[config.mk]
export PLATFORM = sky130hd
export DESIGN_NAME = regread_arbiter
export DESIGN_NICKNAME = d
export VERILOG_FILES = /design/src/rtl/regread_arbiter.sv
export SDC_FILE = /design/constraint.sdc
export NUM_CORES = 1
export LEC_CHECK = 0
export ABC_AREA = 1
export ABC_CLOCK_PERIOD_IN_PS = 1800
export BUFFER_PORTS_ARGS = -buffer_cell sky130_fd_sc_hd__buf_4
export CORE_MARGIN = 3
export CORE_UTILIZATION = 30
export DETAILED_ROUTE_END_ITERATION = 12
export HOLD_SLACK_MARGIN = 0.1
export MAX_ROUTING_LAYER = met4
export SYNTH_ARGS = -nofsm -noshare
export SYNTH_HDL_FRONTEND = slang
export SYNTH_SLANG_ARGS = --single-unit
[constraint.sdc]
create_clock -name clock -period 1.8 [get_ports clock]
set_input_delay 0.18 -clock clock [delete_from_list [all_inputs] [get_ports clock]]
set_output_delay 0.18 -clock clock [all_outputs]
set_load 0.005 [all_outputs]
[src/rtl/regread_arbiter.sv]
// Round-robin arbiter sharing one 32x32 register-file read port among NREQ requesters.
// Optional feature: define REGREAD_ARB_ZERO_BYPASS_EN to hardwire reads of register 0 to zero.
module regread_arbiter #(
    parameter int NREQ = 4
) (
    input  logic              clock,
    input  logic              reset,
    input  logic              enable,
    input  logic [NREQ-1:0]   req,
    input  logic [5*NREQ-1:0] addr,
    output logic [NREQ-1:0]   gnt,
    output logic [4:0]        sel,
    input  logic [31:0]       mux_data,
    output logic [31:0]       rdata,
    output logic [NREQ-1:0]   rvalid
);
    localparam int PTRW = $clog2(NREQ);

    logic [NREQ-1:0] r_gnt;
    logic [4:0]      r_sel;
    logic [PTRW-1:0] r_ptr;
    logic [31:0]     r_rdata;
    logic [NREQ-1:0] r_rvalid;

    logic [NREQ-1:0] w_elig;
    logic            w_found;
    logic            w_grant;
    logic [PTRW-1:0] w_win;
    logic [NREQ-1:0] w_gntNext;
    logic [4:0]      w_winAddr;
    logic [31:0]     w_capData;

    // (base + k) mod NREQ; both operands are below NREQ so one subtraction suffices.
    function automatic logic [PTRW-1:0] wrapIdx(input logic [PTRW-1:0] base, input int k);
        int s;
        s = int'(base) + k;
        if (s >= NREQ) begin
            s = s - NREQ;
        end
        return s[PTRW-1:0];
    endfunction

    always_comb begin
        w_elig  = req & ~r_gnt;
        w_found = 1'b0;
        w_win   = r_ptr;
        for (int k = 0; k < NREQ; k++) begin
            if (!w_found && w_elig[wrapIdx(r_ptr, k)]) begin
                w_found = 1'b1;
                w_win   = wrapIdx(r_ptr, k);
            end
        end
        w_grant   = enable && w_found;
        w_gntNext = '0;
        if (w_grant) begin
            w_gntNext[w_win] = 1'b1;
        end
        w_winAddr = addr[5*w_win +: 5];
    end

    // r_sel still holds the granted address at the capture edge.
`ifdef REGREAD_ARB_ZERO_BYPASS_EN
    assign w_capData = (r_sel == 5'd0) ? 32'h0 : mux_data;
`else
    assign w_capData = mux_data;
`endif

    always_ff @(posedge clock or negedge reset) begin
        if (!reset) begin
            r_gnt    <= '0;
            r_sel    <= '0;
            r_ptr    <= '0;
            r_rdata  <= '0;
            r_rvalid <= '0;
        end else begin
            r_gnt    <= w_gntNext;
            r_rvalid <= r_gnt;
            if (w_grant) begin
                r_sel <= w_winAddr;
                r_ptr <= wrapIdx(w_win, 1);
            end
            if (|r_gnt) begin
                r_rdata <= w_capData;
            end
        end
    end

    assign gnt    = r_gnt;
    assign sel    = r_sel;
    assign rdata  = r_rdata;
    assign rvalid = r_rvalid;

endmodule

[After elaboration in Yosys (flattened, before gate mapping)]
Index checks and enable logic that the tools add are counted.
Operators by class
  add/sub/neg operators: 9
  multipliers: 1
  $lt $le $gt $ge: 11
  shifts and indexed selects: 1
  multiplexer cells: 24
  bitwise gates (word level): 2
  reduce and logical (&&, ||, !) cells: 9
Operator list (number)
  $shiftx A20 B6 Y5: 1
  $mux W2: 9
  $lt A2 B3 Y1 const B: 5
  $ge A3 B3 Y1 const B: 4
  $sub A2 B1 Y2 const B: 5
  $mux W1: 9
  $bmux W1 S2: 4
  $add A2 B1 Y3 const B: 2
  $add A2 B2 Y3 const B: 2
  $logic_and A1 B1 Y1: 5
  $mul A3 B2 Y5 const A: 1
  $and A4 B4 Y4: 1
  $mux W4: 1
  $not A4 Y4: 1
  $reduce_or A4 Y1: 1
  $ge A2 B3 Y1 const B: 1
  $logic_not A1 Y1: 3
  $demux W1 S2: 1
  $ge A2 B1 Y1 const B: 1
Storage, ports and cells
  register bits: 47

[Logic depth before layout (Yosys ltp)]
Gate-level depths: netlist of the first run.
  depth in word-level cells: 19
  depth in mapped cells: 17

[Least setup slack after synthesis of the first run]
OpenSTA, ideal clock, no wires.
  path type: register to register
  start: register r_ptr[0]
  end: register r_sel[0], in the netlist sel[0]
  library setup time: 117 ps
  arrival time: 1501 ps
  data required time: 1683 ps
  slack: 183 ps
  stages on the path, launching flop included: 14
  period minus slack after synthesis: 1617 ps
  cell sequence: dfrtp_1 > buf_6 > nand3_1 > nand3_1 > nand2_4 > nand3_1 > nor2_2 > nand2_2 > nand3_1 > nand2_1 > nand2_1 > nand2_1 > nand2_1 > nand2_1
Between the ends
  word-level cells in the longest chain between the ends: 16
  elaborated cells on any way between the ends: 40
  classes of those cells: add/sub (7); mul (1); order compare (4); shift (1); mux (20); reduce/logical (7)
RTL lines
  start, declared: line 21  | logic [PTRW-1:0] r_ptr;
  start signal, assigned: line 80  | r_ptr <= wrapIdx(w_win, 1);
  parallel branches: the longest is 16 deep, another holds $add A2 B1 Y3
  end signal, assigned: line 79  | r_sel <= w_winAddr;
  end, declared: line 20  | logic [4:0] r_sel;
Parallel ways; which one is timed is not known. The select of a mux whose other input is x is not followed.
A chain may end at the register's enable or synchronous reset.

[Final worst setup path of the first run]
  start: register r_ptr[0]
  end: register r_sel[1], in the netlist sel[1]
Same word-level chain as after synthesis.

==> results of run 1 <==
-- stage by stage --
stage / util, % / worst slack, ns / setup TNS, ns / instances / cell area, um^2
after floorplan: - / 0.183 / 0 / 227 / 2290
after global placement: 44.2 / -0.0880 / -0.406 / 434 / 3240
after detailed placement: 44.2 / -0.100 / -0.574 / 434 / 3240
after CTS: 48.2 / -0.0117 / -0.0212 / 455 / 3530
after global routing: 51.0 / -0.213 / -1.42 / 465 / 3740
final: 51.0 / -0.0857 / -0.184 / 465 / 3740
-- how the worst min path moves through the flow --
stage                       endpoint  slack [ns]          from  cells past startpoint
6_report        rdata[3]$_DFFE_PN0P_        0.11   mux_data[3]                      2
3_5_place_dp    rdata[4]$_DFFE_PN0P_        0.24         reset                      1
4_1_cts        rdata[24]$_DFFE_PN0P_        0.10  mux_data[24]                      2
3_3_place_gp    rdata[4]$_DFFE_PN0P_        0.23         reset                      1
5_1_grt        rdata[30]$_DFFE_PN0P_        0.10  mux_data[30]                      2
2_1_floorplan       gnt[0]$_DFF_PN0_       -0.12         reset                      0
-- layout make-up --
cell class,count,area [um^2],share of cell area (%)
multi-input combinational,163,1210,32.5
sequential,47,1180,31.5
timing repair buffer,136,1070,28.7
tap,99,124,3.31
clock buffer,5,68.8,1.84
inverter,12,55.1,1.47
clock inverter,3,25.0,0.669
-- metal layers --
metal / share of wire (%) / up-vias / global-route usage, %
met5: 0 / - / -
met4: 0.68 / 0 / 2.69
met3: 5.8 / 4 / 2.98
met2: 50 / 64 / 22.3
met1: 44 / 973 / 18.0
li1: - / 1031 / -
-- timing repair --
action,in CTS,in global routing
gates resized for setup,20,27
pin swaps,11,5
buffers inserted,2,9
endpoints found under the setup margin,9,11
hold endpoints to repair,56,1
hold buffers,10,1
gates cloned,1,0
-- flip-flops by register name, summed over array words and instances, names as in the netlist --
signal,flops
sel,5
r_ptr,2
rdata,32
gnt,4
rvalid,4
-- report_power, final --
part           total (mW)  internal (mW)  switching, mW
Sequential           1.84           1.56          0.279
Combinational        4.44           2.19           2.25
Clock               0.641          0.278          0.364
Total                6.92           4.03           2.89
-- cell families (layout without fill, tap and decap cells) --
logic type / Yosys count / in the layout / share of synthesized area, %
AND/OR/NAND/NOR: 128 / 129 / 28.8
flip-flops: 47 / 47 / 51.5
multiplexers: 32 / 32 / 15.8
buffers and inverters: 18 / 156 / 3.56
AO/OA/AOI/OAI: 2 / 2 / 0.437
-- synth_stat cells --
| master | n |
|---|---|
| buf_6 | 1 |
| dfrtp_1 | 47 |
| nand3_1 | 33 |
| clkinv_1 | 1 |
| nor2_1 | 1 |
| nor3_1 | 2 |
| buf_4 | 1 |
| o21ai_1 | 1 |
| nand2_1 | 67 |
| clkinv_2 | 1 |
| nand4_1 | 1 |
| o21ai_0 | 1 |
| nor2_4 | 1 |
| inv_2 | 2 |
| nand4_4 | 1 |
| clkbuf_1 | 3 |
| mux2_2 | 32 |
| inv_1 | 8 |
| nand3_2 | 4 |
| buf_2 | 1 |
| nand2_2 | 11 |
| nand3_4 | 1 |
| nor2_2 | 1 |
| nand2_4 | 5 |
==> summary.txt, run 1 <==
Die
  – Die height: roughly 93 um
  – Num rows: 31
  – Die Wd: 93.3 um
  – Starting Density: 31.2%
  – CORE AREA: about 0.0073 mm^2
  – Top Ports: 104
  – Die area: around 0.0087 mm^2

Yosys
  – Avg Inst Size Synth: approximately 10 um^2
  – Post-synthesis cell area: 0.00229 mm^2
  – Post-synth top area share: 51.5%
  – Top area cells in the synthesized netlist: dfrtp_1, mux2_2, nand2_1, nand3_1, nand2_2
  – Yosys Warn Count: 0
  – Yosys cell types: 24
  – FF+latch count, synth: 47
  – Synthesized instance count: between 200 and 250
  – Cell taking the most area after synthesis: dfrtp_1
  – Synth Net Count: 286
  – Sequential share of the synthesized area: 51.5%

Outcome
  – Failing checks: negative setup slack
  – Outcome: complete, but fails checks

Detailed routing
  – Iter 0 DRT Violations: 48
  – Detail Route Antenna Nets: 0
  – WL/cell: 13.3 um
  – Drt drc: 0
  – Via count: 2,072
  – Vias/cell: 4.46
  – First-pass DRT Iterations: 4
  – Final wirelength: 6170 um

Setup path
  – CP endpoint: sel[1]$_DFFE_PN0P_
  – Data arrival time of the critical path: 2.07 ns
  – Critical path buffers and inverters: 3
  – CP Capture Type: register
  – Stages on worst setup path: 11
  – Worst endpoint required time: 1.99 ns
  – CP delay by family, top: simple AND/OR/NAND/NOR gates
  – CP cell instances: buf_4 -> nand3_2 -> nand3_4 -> nand2_8 -> nand4_4 -> buf_4 -> nand3_2 -> nand2_4 -> buf_4 -> nand3_1 -> nand3_1
  – RR Startpoint: r_ptr[0]$_DFFE_PN0P_
  – Crit path from: r_ptr[0]$_DFFE_PN0P_
  – CP max stage delay: 0.49 ns
  – CP max stage cell: dfrtp_2
  – CP Launch Type: register
  – Max FO, Critical Path: 8
  – R2r endpoint: sel[1]$_DFFE_PN0P_
  – Cell mode on critical path: buf_4
  – Flop2flop setup slack: -0.09 ns
  – Worst R2R Path Depth: 11
  – Setup CP Type: register to register

Clocking
  – Clock buffer depth: 2
  – Clock slew at reported path FFs: 0.09 ns
  – CTS Buf Count: 5
  – Clock latency on the worst-skew pair: ~0.30 ns
  – H-tree depth: 2
  – CTS root buffer: clkbuf_8
  – CTS Sinks: 47
  – CTS tree: yes

Timing
  – Worst Max-Slew Pin Slew: approximately 0.6 ns
  – Min Tclk post-route: 1.89 ns
  – Setup Viol. Count Final: 7
  – Final worst setup slack: -0.0857 ns
  – Hold Slack: 0.111 ns
  – Setup Skew: 0.00595 ns
  – Final-report hold violation count: 0
  – Tcrit/Tclk final: 105%
  – RSZ-0062 raised after global routing: yes
  – Rel. slew slack: 59.6%
  – Final Max Slew Viols: 0
  – Fmax: 530 MHz

Global route
  – Grt total ovfl: 0
  – Largest net degree at the start of global routing: 48
  – Total GRT Usage: 13.8%
  – Number of global-route vias before repair: slightly above 2,000
  – First-pass GRT wire length: around 9500 um
  – Initial antenna violation count: 0

Cells and area
  – Filler instances: ~700
  – Commonest non-fill, non-tap cell in the layout: buf_4
  – Diode count: 0
  – Area Growth Syn to Fin: 63.5%
  – Layout cells sized above 1: between 60% and 70%
  – Final nets: between 400 and 500
  – Most frequent cells in the layout: buf_4, nand2_1, dfrtp_1

Placed design
  – I/O Buffers: 103
  – Dpl hpwl: 4410 um
  – RePlAce Congestion: between 0.8 and 0.9

Power and ir drop
  – Static leakage: 1.86 nW
  – Power Density: 1850 mW/mm^2
  – Total design power: roughly 6.9 mW
  – Max VDD drop: 0.000882 V

Worst hold path
  – Hold Path Class: input port to register

Flow run
  – Max-cap violations: 0
Note: power is estimated with default switching activity, not from simulation.
==> inputs of run 2 (changes only) <==
- CORE_MARGIN: 3 -> not set
- CORE_UTILIZATION: 30 -> 47
- PLACE_DENSITY: not set -> 0.8
- RECOVER_POWER: not set -> 50
==> summary.txt, run 2 (same netlist as run 1, synthesis figures left out) <==
Setup path
  – Max FO, Critical Path: 7 (-1)
  – Worst endpoint required time: 1.99 ns (about the same)
  – Cell mode on critical path: nand2_1
  – Data arrival time of the critical path: 2.05 ns (-0.02 ns)
  – CP max stage delay: 0.49 ns (about the same)
  – RR Startpoint: r_ptr[0]$_DFFE_PN0P_
  – CP Capture Type: register
  – CP Launch Type: register
  – CP cell instances: clkinv_4 -> nand3_2 -> nand3_1 -> nand2_2 -> nand3_2 -> nor2_4 -> nand2_4 -> nand3_1 -> nand2_1 -> nand2_1 -> nand2_1 -> nand2_1 -> nand2_1
  – Crit path from: r_ptr[0]$_DFFE_PN0P_
  – Setup CP Type: register to register
  – CP max stage cell: dfrtp_2

Detailed routing
  – Via count: 2,123 (+2.5%)
  – Drt drc: 0 (unchanged)
  – Final wirelength: 5910 um (-4.3%)
  – Vias/cell: 5.13 (+15%)
  – First-pass DRT Iterations: 4 (unchanged)
  – Iter 0 DRT Violations: 71 (+48%)
  – Detail Route Antenna Nets: 0 (unchanged)
  – WL/cell: 14.3 um (+7.5%)

Cells and area
  – Layout cells sized above 1: 59.7% (-0.39 points)
  – Most frequent cells in the layout: buf_4, nand2_1, dfrtp_1
  – Commonest non-fill, non-tap cell in the layout: buf_4
  – Diode count: 0 (unchanged)
  – Fin util: 75.7% (+25 points)
  – Largest register FFs: 32 (unchanged)
  – Final nets: 418 (-1.4%)
  – Area Growth Syn to Fin: 55.3%

Placed design
  – I/O Buffers: 103 (unchanged)
  – Dpl hpwl: 4180 um (-5.1%)
  – RePlAce Congestion: 0.839 (+1.4%)

Timing
  – RSZ-0062 raised after global routing: yes
  – Final-report hold violation count: 0 (unchanged)
  – Setup Skew: 0.00408 ns (-0.00187 ns)
  – Rel. slew slack: 24.9% (-35 points)
  – Tcrit/Tclk final: 103% (-1.3 points)
  – Final worst setup slack: -0.0625 ns (+0.0232 ns)
  – Worst Max-Slew Pin Slew: 1.13 ns (+0.521 ns)
  – Min Tclk post-route: 1.86 ns (-0.0232 ns)
  – Setup Viol. Count Final: 10 (+3)
  – Fmax: 537 MHz (+1.2%)
  – Final Max Slew Viols: 0 (unchanged)

Clocking
  – H-tree depth: 2 (unchanged)
  – CTS Buf Count: 5 (unchanged)
  – Clock slew at reported path FFs: 0.08 ns (about the same)
  – CTS tree: yes
  – Clock buffer depth: 2 (unchanged)
  – CTS Sinks: 47 (unchanged)
  – CTS root buffer: clkbuf_8
  – Clock latency on the worst-skew pair: 0.29 ns (about the same)

Global route
  – GRT met1 Usage: 25.1% (+7.1 points)
  – Largest net degree at the start of global routing: 48 (unchanged)
  – Initial antenna violation count: 0 (unchanged)
  – Total GRT Usage: 22.3% (+8.5 points)
  – Met2 Track Usage GR: 37.7% (+15 points)
  – Number of global-route vias before repair: 1,925 (-4.6%)
  – Grt total ovfl: 0 (unchanged)
  – Met3 global-route usage: 6.05% (+3.1 points)
  – First-pass GRT wire length: 8530 um (-9.8%)
  – GR peak layer: met2

Power and ir drop
  – Total design power: 6.76 mW (-2.3%)
  – Static leakage: 1.79 nW (-4.0%)
  – Power Density: 1900 mW/mm^2 (+2.9%)
  – Max VDD drop: 0.00103 V (+17%)

Worst hold path
  – Min-delay src: mux_data[13]
  – Hold Path Class: input port to register

Die
  – Top Ports: 104 (unchanged)
  – Die area: 0.00515 mm^2 (-41%)
  – Die Wd: 71.7 um (-23%)
  – Num rows: 25 (-19%)
  – Die height: 71.7 um (-23%)
  – Starting Density: 48.7% (+18 points)
  – CORE AREA: 0.00469 mm^2 (-36%)

Outcome
  – Outcome: complete, but fails checks
  – Failing checks: negative setup slack

Flow run
  – Max-cap violations: 0 (unchanged)
==> run 2: what timing repair did <==
| item | in CTS | in global routing |
|---|---|---|
| hold buffers | 1 | 4 |
| endpoints found under the setup margin | 9 | 11 |
| gates resized for setup | 6 | 32 |
| buffers inserted | 2 | 5 |
| endpoints found under the hold margin | 47 | 4 |
| pin swaps | 3 | 15 |
| cloned | 0 | 3 |
==> run 2: path summary, 6_finish.rpt <==
| path | endpoint | slack (ns) | cells past startpoint |
|---|---|---|---|
| max | sel[0]$_DFFE_PN0P_ | -0.06 | 13 |
| min | rdata[13]$_DFFE_PN0P_ | 0.11 | 2 |
| max reg2reg | sel[0]$_DFFE_PN0P_ | -0.06 | 13 |
| min reg2reg | rvalid[0]$_DFF_PN0_ | 0.42 | 0 |
| max in group asynchronous | r_ptr[0]$_DFFE_PN0P_ | 0.40 | 2 |
| min in group asynchronous | rdata[0]$_DFFE_PN0P_ | 0.63 | 2 |
==> run 2: cell type report <==
class	instances	area, um^2
Fill cell	344	1140
Tap cell	54	67.6
Timing Repair Buffer	128	971
Clock inverter	2	12.5
Multi-Input combinational cell	165	1190
Sequential cell	47	1180
Clock buffer	6	72.6
Inverter	12	56.3
==> run 2: per-layer routing <==
layer | up-vias | routed length, um | share of wire (%)
li1 | 1017 | - | -
met3 | 15 | 363 | 6.1
met5 | - | 0 | 0
met2 | 89 | 3130 | 53
met4 | 0 | 119 | 2.0
met1 | 1002 | 2290 | 39
==> run 2: worst max-delay path, delay by kind of cell, from the launching register on <==
kind	cells	cell delay (ns)
simple gates	12	1.14
flops	1	0.49
buf+inv	1	0.14
==> run 2: stage by stage <==
stage,instances,instance area (um^2),setup WS [ns],setup TNS [ns],hold slack [ns]
3_5_place_dp,391,3190,-0.0896,-0.484,0.219
4_1_cts,402,3320,0.00963,0,0.106
5_1_grt,414,3550,-0.176,-1.46,0.100
2_1_floorplan,227,2290,0.183,0,-0.116
3_3_place_gp,391,3190,-0.0268,-0.0625,0.222
6_report,414,3550,-0.0625,-0.381,0.108
==> run 2: power breakdown <==
part,total (mW),switching [mW],internal (mW)
logic,4.31,2.24,2.06
registers,1.85,0.287,1.56
clock network,0.609,0.338,0.272
total,6.76,2.87,3.89
==> inputs of run 3 (changes only) <==
- PLACE_DENSITY: 0.8 -> 0.84
==> summary.txt, run 3 (same netlist as run 1, synthesis figures left out) <==
Die
  – Die area: 0.00515 mm^2 (unchanged)
  – CORE AREA: 0.00469 mm^2 (unchanged)
  – Starting Density: 48.7% (unchanged)
  – Top Ports: 104 (unchanged)
  – Die Wd: 71.7 um (unchanged)
  – Die height: 71.7 um (unchanged)
  – Num rows: 25 (unchanged)

Timing
  – Fmax: 534 MHz (-0.48%)
  – RSZ-0062 raised after global routing: yes
  – Rel. slew slack: 27.1% (+2.2 points)
  – Hold Slack: 0.117 ns (+0.00915 ns)
  – Tcrit/Tclk final: 104% (+0.50 points)
  – Final-report hold violation count: 0 (unchanged)
  – Min Tclk post-route: 1.87 ns (+0.00892 ns)
  – Setup Skew: 0.00437 ns (+0.000288 ns)
  – Worst Max-Slew Pin Slew: 1.09 ns (-0.0335 ns)
  – Final worst setup slack: -0.0714 ns (-0.00892 ns)
  – Final Max Slew Viols: 0 (unchanged)
  – Setup Viol. Count Final: 6 (-4)

Power and ir drop
  – Max VDD drop: 0.00103 V (about the same)
  – Total design power: 7.04 mW (+4.1%)
  – Static leakage: 1.82 nW (+1.5%)
  – Power Density: 1980 mW/mm^2 (+3.7%)

Clocking
  – CTS Sinks: 47 (unchanged)
  – Clock slew at reported path FFs: 0.08 ns (about the same)
  – CTS tree: yes
  – H-tree depth: 2 (unchanged)
  – CTS root buffer: clkbuf_8
  – Clock latency on the worst-skew pair: 0.29 ns (about the same)
  – CTS Buf Count: 5 (unchanged)
  – Clock buffer depth: 2 (unchanged)

Setup path
  – Setup CP Type: register to register
  – CP max stage cell: dfrtp_2
  – CP Capture Type: register
  – CP Launch Type: register
  – Worst endpoint required time: 1.98 ns (about the same)
  – Data arrival time of the critical path: 2.05 ns (about the same)
  – Max FO, Critical Path: 5 (-2)
  – CP max stage delay: 0.47 ns (-0.02 ns)
  – CP cell instances: buf_6 -> nand3_2 -> nand2_2 -> nand2_2 -> nand2_4 -> nand2_2 -> nand2_1 -> nand2_2 -> nand2_4 -> buf_4 -> nand3_1 -> nand2_1 -> nand2_1 -> nand2_1 -> nand2_1 -> nand2_1
  – Cell mode on critical path: nand2_1

Cells and area
  – Largest register FFs: 32 (unchanged)
  – Diode count: 0 (unchanged)
  – Commonest non-fill, non-tap cell in the layout: buf_4
  – Final nets: 419 (+0.24%)
  – Most frequent cells in the layout: buf_4, nand2_1, dfrtp_1
  – Layout cells sized above 1: 60.8% (+1.1 points)
  – Filler instances: 350 (+1.7%)
  – Area Growth Syn to Fin: 55.8%

Detailed routing
  – Via count: 2,120 (-0.14%)
  – Vias/cell: 5.12 (-0.14%)
  – Drt drc: 0 (unchanged)
  – First-pass DRT Iterations: 4 (unchanged)
  – Iter 0 DRT Violations: 97 (+37%)
  – WL/cell: 14.2 um (-0.15%)
  – Final wirelength: 5900 um (-0.15%)
  – Detail Route Antenna Nets: 0 (unchanged)

Outcome
  – Failing checks: negative setup slack
  – Outcome: complete, but fails checks

Placed design
  – RePlAce Congestion: 0.903 (+7.7%)
  – Dpl hpwl: 4170 um (-0.43%)
  – I/O Buffers: 103 (unchanged)

Worst hold path
  – Hold Path Class: input port to register

Global route
  – Largest net degree at the start of global routing: 48 (unchanged)
  – Initial antenna violation count: 0 (unchanged)
  – Total GRT Usage: 23.4% (+1.1 points)
  – Number of global-route vias before repair: 1,986 (+3.2%)
  – First-pass GRT wire length: 9030 um (+5.9%)
  – Grt total ovfl: 0 (unchanged)

Flow run
  – Max-cap violations: 0 (unchanged)
run 3: report_power, final:
part / internal (mW) / total [mW] / switching (mW)
Clock: 0.407 / 0.722 / 0.316
Sequential: 1.56 / 1.85 / 0.294
Combinational: 2.22 / 4.46 / 2.24
run 3: metrics by stage:
| step | setup TNS, ns | instance area [um^2] | util, % | cells | worst slack (ns) |
|---|---|---|---|---|---|
| 6_report | -0.280 | 3560 | 75.9 | 414 | -0.0714 |
| 3_5_place_dp | -0.228 | 3210 | 68.4 | 392 | -0.0614 |
| 4_1_cts | -0.0359 | 3500 | 74.7 | 409 | -0.0124 |
| 2_1_floorplan | 0 | 2290 | - | 227 | 0.183 |
| 5_1_grt | -1.32 | 3560 | 75.9 | 414 | -0.215 |
| 3_3_place_gp | -0.00862 | 3210 | 68.4 | 392 | -0.00862 |
run 3: final cells by class:
cell class                      count  area (um^2)  share of cell area [%]
Tap cell                           54         67.6                    1.90
Sequential cell                    47         1180                    33.1
Clock buffer                        6         72.6                    2.04
Timing Repair Buffer              130         1010                    28.3
Inverter                           12         51.3                    1.44
Clock inverter                      1         30.0                   0.843
Multi-Input combinational cell    164         1150                    32.4
run 3: final timing paths:
| kind | from | endpoint | slack [ns] | cells after the start |
|---|---|---|---|---|
| min in group asynchronous | reset | rdata[31]$_DFFE_PN0P_ | 0.63 | 2 |
| worst max register to register | r_ptr[0]$_DFFE_PN0P_ | sel[2]$_DFFE_PN0P_ | -0.07 | 16 |
| worst min-delay path | mux_data[10] | rdata[10]$_DFFE_PN0P_ | 0.12 | 2 |
| max in group asynchronous | reset | r_ptr[1]$_DFFE_PN0P_ | 0.43 | 2 |
| worst min register to register | gnt[3]$_DFF_PN0_ | rvalid[3]$_DFF_PN0_ | 0.43 | 0 |
| worst max-delay path | r_ptr[0]$_DFFE_PN0P_ | sel[2]$_DFFE_PN0P_ | -0.07 | 16 |
run 3: metal layers:
layer	vias up	GRT usage [%]	wire [um]
li1	1019	-	-
met1	1005	28.8	2430
met2	86	38.8	3080
met3	10	4.50	291
met4	0	8.28	94
met5	-	-	0
run 3: what timing repair did:
| action | in CTS | in global routing |
|---|---|---|
| cloned | 2 | 0 |
| hold endpoints to repair | 47 | 0 |
| setup buffers | 7 | 5 |
| resized for setup | 26 | 7 |
| setup endpoints to repair | 7 | 10 |
| pin swaps | 14 | 7 |
| hold buffers | 1 | 0 |
run 3: worst max-delay path, delay by kind of cell (launching register included):
family                 cells  cell delay (ns)
buffers and inverters      2             0.29
DFF                        1             0.47
and+or+nand+nor           14             1.00
